<file path="config.mk">
export PLATFORM = sky130hd
export DESIGN_NAME = sha256_msg_schedule
export DESIGN_NICKNAME = d
export VERILOG_FILES = /design/src/rtl/sha256_pkg.sv /design/src/rtl/sha256_small_sigma.sv /design/src/rtl/sha256_msg_schedule.sv
export SDC_FILE = /design/constraint.sdc
export NUM_CORES = 1
export LEC_CHECK = 0
export BUFFER_PORTS_ARGS = -buffer_cell sky130_fd_sc_hd__clkbuf_2
export CAP_MARGIN = 30
export CORE_MARGIN = 2
export CORE_UTILIZATION = 50
export DETAILED_ROUTE_END_ITERATION = 10
export HOLD_SLACK_MARGIN = 0.1
export PLACE_DENSITY = 0.77
export SKIP_LAST_GASP = 1
export SYNTH_ARGS = -nofsm -noshare
export SYNTH_HDL_FRONTEND = slang
export SYNTH_SLANG_ARGS = --single-unit
export TNS_END_PERCENT = 1
</file>
<file path="constraint.sdc">
create_clock -name clk -period 8.4 [get_ports clk]
set_input_delay 0.42 -clock clk [delete_from_list [all_inputs] [get_ports clk]]
set_output_delay 0.42 -clock clk [all_outputs]
set_load 0.05 [all_outputs]
</file>
<file path="src/rtl/sha256_pkg.sv">
// Shared definitions for the SHA-256 message schedule.
// Holds the word width, the round count, the small-sigma rotate/shift
// amounts, the controller state encoding and a rotate-right helper.
package sha256_pkg;

  localparam int WORD_W     = 32;
  localparam int NUM_ROUNDS = 64;

  // s0(x) = ROTR7 ^ ROTR18 ^ SHR3
  localparam int S0_ROT_A = 7;
  localparam int S0_ROT_B = 18;
  localparam int S0_SHR   = 3;
  // s1(x) = ROTR17 ^ ROTR19 ^ SHR10
  localparam int S1_ROT_A = 17;
  localparam int S1_ROT_B = 19;
  localparam int S1_SHR   = 10;

  typedef enum logic [1:0] {
    IDLE = 2'd0,
    RUN  = 2'd1,
    DONE = 2'd2
  } state_t;

  typedef enum logic {
    SIGMA_S0 = 1'b0,
    SIGMA_S1 = 1'b1
  } sigma_sel_t;

  function automatic logic [WORD_W-1:0] rotr(input logic [WORD_W-1:0] x, input int n);
    return (x >> n) | (x << (WORD_W - n));
  endfunction

endpackage

</file>
<file path="src/rtl/sha256_small_sigma.sv">
// SHA-256 small sigma function, purely combinational.
// Ports:
//   i_x : input word
//   o_y : s0(i_x) when SEL = SIGMA_S0, s1(i_x) when SEL = SIGMA_S1
module sha256_small_sigma
  import sha256_pkg::*;
#(
  parameter sigma_sel_t SEL = SIGMA_S0
) (
  input  logic [WORD_W-1:0] i_x,
  output logic [WORD_W-1:0] o_y
);

  if (SEL == SIGMA_S0) begin : g_s0
    assign o_y = rotr(i_x, S0_ROT_A) ^ rotr(i_x, S0_ROT_B) ^ (i_x >> S0_SHR);
  end else begin : g_s1
    assign o_y = rotr(i_x, S1_ROT_A) ^ rotr(i_x, S1_ROT_B) ^ (i_x >> S1_SHR);
  end

endmodule

</file>
<file path="src/rtl/sha256_msg_schedule.sv">
// SHA-256 message schedule generator.
// Loads one 512-bit block into a 16-word sliding window and streams
// W_0..W_{NUM_ROUNDS-1} out with a valid/ready handshake, one word per
// cycle while the consumer is ready.
//
// state | meaning
// IDLE  | waiting for start; window holds last contents
// RUN   | window[0] presented as W_t, advances on each acceptance
// DONE  | one-cycle done pulse after the last word was accepted
//
// Ports:
//   clk      : clock, rising edge
//   rst      : synchronous reset, active low
//   start    : load block_in (only honoured in IDLE)
//   block_in : padded message block, M0 in [511:480]
//   w_ready  : consumer accepts w_out this cycle
//   w_out    : current schedule word W_t
//   w_valid  : w_out / w_idx are valid
//   w_idx    : round index t of w_out
//   busy     : high in RUN and DONE
//   done     : one-cycle pulse after the last word is accepted
// Only WORD_W = 32 is supported.
module sha256_msg_schedule #(
  parameter int NUM_ROUNDS = sha256_pkg::NUM_ROUNDS,
  parameter int WORD_W     = sha256_pkg::WORD_W
) (
  input  logic              clk,
  input  logic              rst,
  input  logic              start,
  input  logic [511:0]      block_in,
  input  logic              w_ready,
  output logic [WORD_W-1:0] w_out,
  output logic              w_valid,
  output logic [5:0]        w_idx,
  output logic              busy,
  output logic              done
);
  import sha256_pkg::*;

  state_t            r_state;
  state_t            w_state_nxt;
  logic [WORD_W-1:0] r_win [16];
  logic [5:0]        r_t;

  logic              w_load;
  logic              w_accept;
  logic              w_last;
  logic [WORD_W-1:0] w_s0;
  logic [WORD_W-1:0] w_s1;
  logic [WORD_W-1:0] w_new;

  sha256_small_sigma #(.SEL(SIGMA_S0)) u_s0 (.i_x(r_win[1]),  .o_y(w_s0));
  sha256_small_sigma #(.SEL(SIGMA_S1)) u_s1 (.i_x(r_win[14]), .o_y(w_s1));

  // window[15] after shift: W_{t+16} from pre-shift window, mod 2^32
  assign w_new    = w_s1 + r_win[9] + w_s0 + r_win[0];
  assign w_load   = (r_state == IDLE) && start;
  assign w_accept = (r_state == RUN) && w_ready;
  assign w_last   = (r_t == 6'(NUM_ROUNDS - 1));

  always_comb begin
    w_state_nxt = r_state;
    unique case (r_state)
      IDLE:    if (start) w_state_nxt = RUN;
      RUN:     if (w_accept && w_last) w_state_nxt = DONE;
      DONE:    w_state_nxt = IDLE;
      default: w_state_nxt = IDLE;
    endcase
  end

  always_ff @(posedge clk) begin
    if (!rst) begin
      r_state <= IDLE;
      r_t     <= '0;
      for (int i = 0; i < 16; i++) r_win[i] <= '0;
    end else begin
      r_state <= w_state_nxt;
      if (w_load) begin
        for (int i = 0; i < 16; i++) r_win[i] <= block_in[511 - 32*i -: 32];
        r_t <= '0;
      end else if (w_accept) begin
        for (int i = 0; i < 15; i++) r_win[i] <= r_win[i+1];
        r_win[15] <= w_new;
        // hold at the last index so w_idx never wraps
        if (!w_last) r_t <= r_t + 6'd1;
      end
    end
  end

  assign w_out   = r_win[0];
  assign w_idx   = r_t;
  assign w_valid = (r_state == RUN);
  assign busy    = (r_state != IDLE);
  assign done    = (r_state == DONE);

endmodule

</file>
; ---- Word-level counts from Yosys, hierarchy flattened
; Memories as Yosys holds them, arrays and structs flattened.
; Index checks and enable logic that the tools add are counted.
[totals]
ff_bits = 8
latch_bits = 0
ramBits = 512
mem_bits_ro = 0
wordCells = 105
mem_count = 1
[op_classes]
addsub = 4
n_mul = 0
div_mod_pow = 0
n_lt_le_gt_ge = 0
n_eq_ne = 5
shifts = 0
muxes = 43
bitwise_logic = 42
n_reduce_logical = 8
[memory_table]
columns = memory, depth, width, rd, rd_ports_with_merged_regs, write_ports, line_no
row1 = r_win, 16, 32, 16, 0, 16, sha256_msg_schedule.sv:42  ; logic [WORD_W-1:0] r_win [16];
[ops]
columns = operator, count
row1 = 32-bit two-way mux, 32
row2 = 32-bit adder, 3
row3 = 32-bit XOR, 2
row4 = 1-bit bitwise OR, 32
row5 = 13-bit by 32-bit bitwise OR with 32-bit output, 1
row6 = 14-bit by 32-bit bitwise OR with 32-bit output, 1
row7 = 15-bit by 32-bit bitwise OR with 32-bit output, 1
row8 = 25-bit by 32-bit bitwise OR with 32-bit output, 1
row9 = 32-bit by 22-bit XOR with 32-bit output, 1
row10 = 32-bit by 29-bit XOR with 32-bit output, 1
row11 = 1-bit two-way mux, 8
row12 = 6-bit by 1-bit adder with 6-bit output (second input constant), 1
row13 = 6-bit == test (second input constant), 1
row14 = 2-bit two-way mux, 2
row15 = 2-bit case mux with 2 select lines, 1
row16 = 2-bit AND reduction, 2
row17 = 1-bit logical AND, 3
row18 = 2-bit by 1-bit == test with 1-bit output (second input constant), 1
row19 = 2-bit == test (second input constant), 1
row20 = 2-bit logical NOT, 1
row21 = 2-bit by 1-bit inequality test with 1-bit output (second input constant), 1
row22 = 2-bit inequality test (second input constant), 1
row23 = 1-bit NOT, 2
row24 = 2-bit nonzero test, 1
row25 = 2-bit OR reduction, 1

; ---- Depth between registers and ports, before layout
[logic_depth]
ltp_word = 7
depth_mapped = 16

; ---- By module
; A second synthesis with hierarchy kept.
[unflattened]
cells_unflattened = 1803
area_unflattened_um2 = 25768.5
[modules_own_cells]
columns = module, n_inst, cells_each, area_each_um2, seq_area_each_um2
row1 = sha256_msg_schedule, 1, 1739, 24438.4, 15534.9
row2 = sha256_small_sigma at u_s0, 1, 32, 719.4, 0.0
row3 = sha256_small_sigma at u_s1, 1, 32, 610.6, 0.0

; ---- Worst setup path before layout
; No wires, ideal clock.
[synth_timing]
path_kind = register to register
from = reg r_state[1]
to = mem r_win[3][4], in the netlist r_win[0][100], enable pin
t_arrival_ns = 6.428
path_slack_ns = -0.326
path_stages_with_launch = 6
n_path_buf = 2
path_cell_list = dfxtp_1 > and2b_1 > nand2_1 > clkbuf_1 > clkbuf_1 > nand3_1
[synth_rtl]
columns = item, line_no
row1 = start: declaration, sha256_msg_schedule.sv:40  ; state_t r_state;
row2 = start signal: assignment, sha256_msg_schedule.sv:77  ; r_state <= w_state_nxt;
row3 = end: declaration, sha256_msg_schedule.sv:42

==> impl_metrics.py <==
metrics = {
    "worst_setup_path": {
        "critPathKind": "flip-flop to flip-flop",
        "start_kind": "flip-flop",
        "required_ns": 8.87,
        "reg2reg_from": "r_win[0][36]",
        "reg2reg_to": "r_win[3][123]",
        "ff2ff_path_depth": 15,
        "crit_start": "r_win[0][36]",
        "setup.worst_path.end_class": "flip-flop",
        "endpoint": "r_win[3][123]",
        "arrival_ns": 5.02,
        "regToRegSetupSlack_ns": 3.84,
        "crit_fanout": 8,
    },
    "power": {
        "leakage_uw": 0.01389,
        "p_per_area_nw_per_um2": 275.8,
        "ir_worst_vdd_v": 0.0002531,
    },
    "synth": {
        "synth.avg_cell_area_um2": 12.00,
        "netlist.area_leader.share": 0.5875,
        "yosysTopAreaCell": "edfxtp_1",
        "syn_nets": 2790,
        "synth_cell_type_count": 64,
        "ys.flop_type": "edfxtp_1",
        "ys_seq_area_frac": 0.5936,
        "syn_area_um2": 26170,
        "synthArstFlopShare": 0,
        "synth-edff-count": 512,
        "ys_top_cells_by_area": "edfxtp_1 (59%), a22o_1 (9.7%), nand2_1 (5.9%), fa_1 (4.7%), a21oi_1 (3.8%)",
        "ys_warn_count": 0,
        "synth_cells": 2180,
        "synth.ff_latch_count": 520,
    },
    "hold_path": {
        "worstHoldStart": "block_in[230]",
        "hp-class": "input pin to flip-flop",
    },
    "clocking": {
        "cts_tree": "built",
        "clkSinkCount": 520,
        "clk_latency_ns": 0.62,
        "cts_buffers": 54,
        "cts.clk_slew.worst_paths_ns": 0.07,
        "cts_resized": 0,
        "cts_buffer_depth": 3,
        "root_buffer": "clkbuf_16",
        "ctsHtreeMaxLevel": 2,
    },
    "timing": {
        "setup_violations": 0,
        "maxSlewViolCount": 0,
        "skew_ns": 0.02851,
        "fmax_ghz": 0.2195,
        "finalSetupTns_ns": 0,
        "fin_ws_ns": 3.845,
        "tightest_slew_ns": 1.255,
        "grt_setup_unrepaired": "no",
        "post-route-min-period_ns": 4.555,
        "hold_violations": 0,
        "fin_crit_sh": 0.5423,
        "maxSlewHeadroom": 0.1635,
        "whs_ns": 0.1152,
    },
    "detailed_routing": {
        "vias_per_cell": 5.846,
        "drt-initial-drc-count": 2633,
        "drc": 0,
        "first_pass_iters": 6,
        "antenna_left": 0,
        "vias": 20544,
        "drt-total-wl_mm": 92.03,
        "routedWlPerCell_um": 26.19,
    },
    "place": {
        "pre_cts_slack_ns": 3.892,
        "dp_cells": 3263,
        "gp_congestion": 0.9509,
        "io_buffer_count": 556,
        "dp_hpwl_mm": 67.44,
    },
    "global_routing": {
        "grt_overflow": 0,
        "grt_max_degree": 221,
        "antenna_found_initial": 12,
        "grt_pass1_vias": 19723,
        "grt_pass1_wl_mm": 128.4,
        "grt_usage": 0.3293,
    },
    "job": {
        "max_cap_violations": 0,
    },
    "final_layout": {
        "drive_above_1_share": 0.2417,
        "fill_cells": 3976,
        "stdcell_count": 3514,
        "syn_to_final_growth_pct": 24.63,
        "nets": 3390,
    },
    "run_status": {
        "status": "completed",
    },
    "floorplan": {
        "core_um2": 51510,
        "core.rowCount": 83,
        "die_w_um": 232.8,
        "io_pins": 557,
        "initial_utilization": 0.5080,
        "die_area_um2": 54180,
        "dieHeight_um": 232.8,
    },
}
## how the worst min path moves through the flow
stage	depth (start not counted)	to
final	3	r_win[2][6]
after global routing	2	r_win[1][30]
after CTS	3	r_win[2][22]
after detailed placement	1	r_state[0]
after global placement	1	r_state[0]
after floorplan	1	r_state[0]
## metrics by stage
stage	instance area (um^2)	util	power [uW]
2_1_floorplan	26170	-	5378
3_3_place_gp	29230	0.5674	6320
3_5_place_dp	29310	0.5690	6327
4_1_cts	32570	0.6322	8925
5_1_grt	32610	0.6331	9354
6_report	32610	0.6332	8994
## worst max-delay path, cell delays in order (launching register included)
cell and delay, ns:
edfxtp_1 0.50, xor2_1 0.22, xnor2_1 0.39, fa_1 0.51
fa_1 0.44, inv_1 0.08, ha_1 0.16, inv_1 0.06
fa_1 0.50, nor2b_4 0.16, o2111ai_2 0.14, o211ai_4 0.16
a221oi_4 0.17, o311a_4 0.41, or4_4 0.42, o211ai_2 0.08
## placed cells by master (no fill, tap or decap), types with 6 or more instances in the layout
| master | n |
|---|---|
| clkbuf_2 | 556 |
| edfxtp_1 | 512 |
| nand2_1 | 413 |
| a22o_1 | 289 |
| a21oi_1 | 201 |
| dlygate4sd3_1 | 140 |
| inv_1 | 128 |
| xnor2_1 | 75 |
| xor2_1 | 67 |
| fa_1 | 62 |
| clkbuf_16 | 55 |
| o21ai_0 | 53 |
| ha_1 | 32 |
| nor2_1 | 29 |
| buf_4 | 14 |
| nand3_1 | 12 |
| clkinv_1 | 12 |
| nor3_1 | 10 |
| and3_1 | 9 |
| bufinv_16 | 9 |
| clkinv_2 | 9 |
| diode_2 | 8 |
| a21o_1 | 8 |
| dfxtp_1 | 8 |
| a211oi_1 | 7 |
| clkbuf_1 | 7 |
| nand4_1 | 6 |
| and2_1 | 6 |
## state kept, by name, summed over array words and instances, names as in the netlist
name     flops
w_idx        6
r_win      512
r_state      2
## Yosys cell counts, drive strengths merged, types with 7 or more instances
library cell	number
clkbuf	118
nor3	10
nand3	15
xor2	67
dfxtp	8
nor2	31
a211oi	7
and2	7
nand2	414
a21oi	203
a21o	8
ha	32
xnor2	75
and3	10
edfxtp	512
a22o	289
fa	62
inv	129
o21ai	57
buf	54
## repair_timing
| item | in CTS | in global routing |
|---|---|---|
| hold endpoints to repair | 140 | 0 |
| setup endpoints to repair | 0 | 0 |
| setup buffers | 0 | 0 |
| hold buffers | 140 | 0 |
## logic make-up (layout without fill, tap and decap cells)
kind of cell               Yosys count  count (layout)  synth area share
buffers and inverters              301             947           0.04867
AOI/OAI and AO/OA                  606             606            0.1658
adders and majority gates           94              94           0.06273
and+or+nand+nor                    514             514           0.08052
xor gates and xnor gates           142             142           0.04753
DFF                                520             520            0.5936
other                                0               8                 0
muxes                                3               3          0.001148
## per-layer routing
| metal | vias to the layer above | track usage | wire [um] |
|---|---|---|---|
| met4 | 12 | 0.1314 | 3825 |
| li1 | 9092 | - | - |
| met2 | 1232 | 0.5284 | 43550 |
| met5 | - | 0 | 75 |
| met3 | 181 | 0.07598 | 9345 |
| met1 | 10027 | 0.4345 | 35230 |
## power breakdown
part	internal, uW	switching (uW)
combinational	1170	1930
sequential	3160	171
clock	1480	1070
## area by class of cell
class                   count  area, um^2  area share
repair buffers            716        4439      0.1361
multi-input cells        1359        9423      0.2889
clock inverters            40       454.2     0.01393
inverters                 129       489.2     0.01500
well taps                 680       850.8     0.02609
flip-flops and latches    520       15530      0.4763
diodes                      8       20.02   0.0006138
clock buffers              62        1403     0.04301
Note: power is estimated with default switching activity, not from simulation.
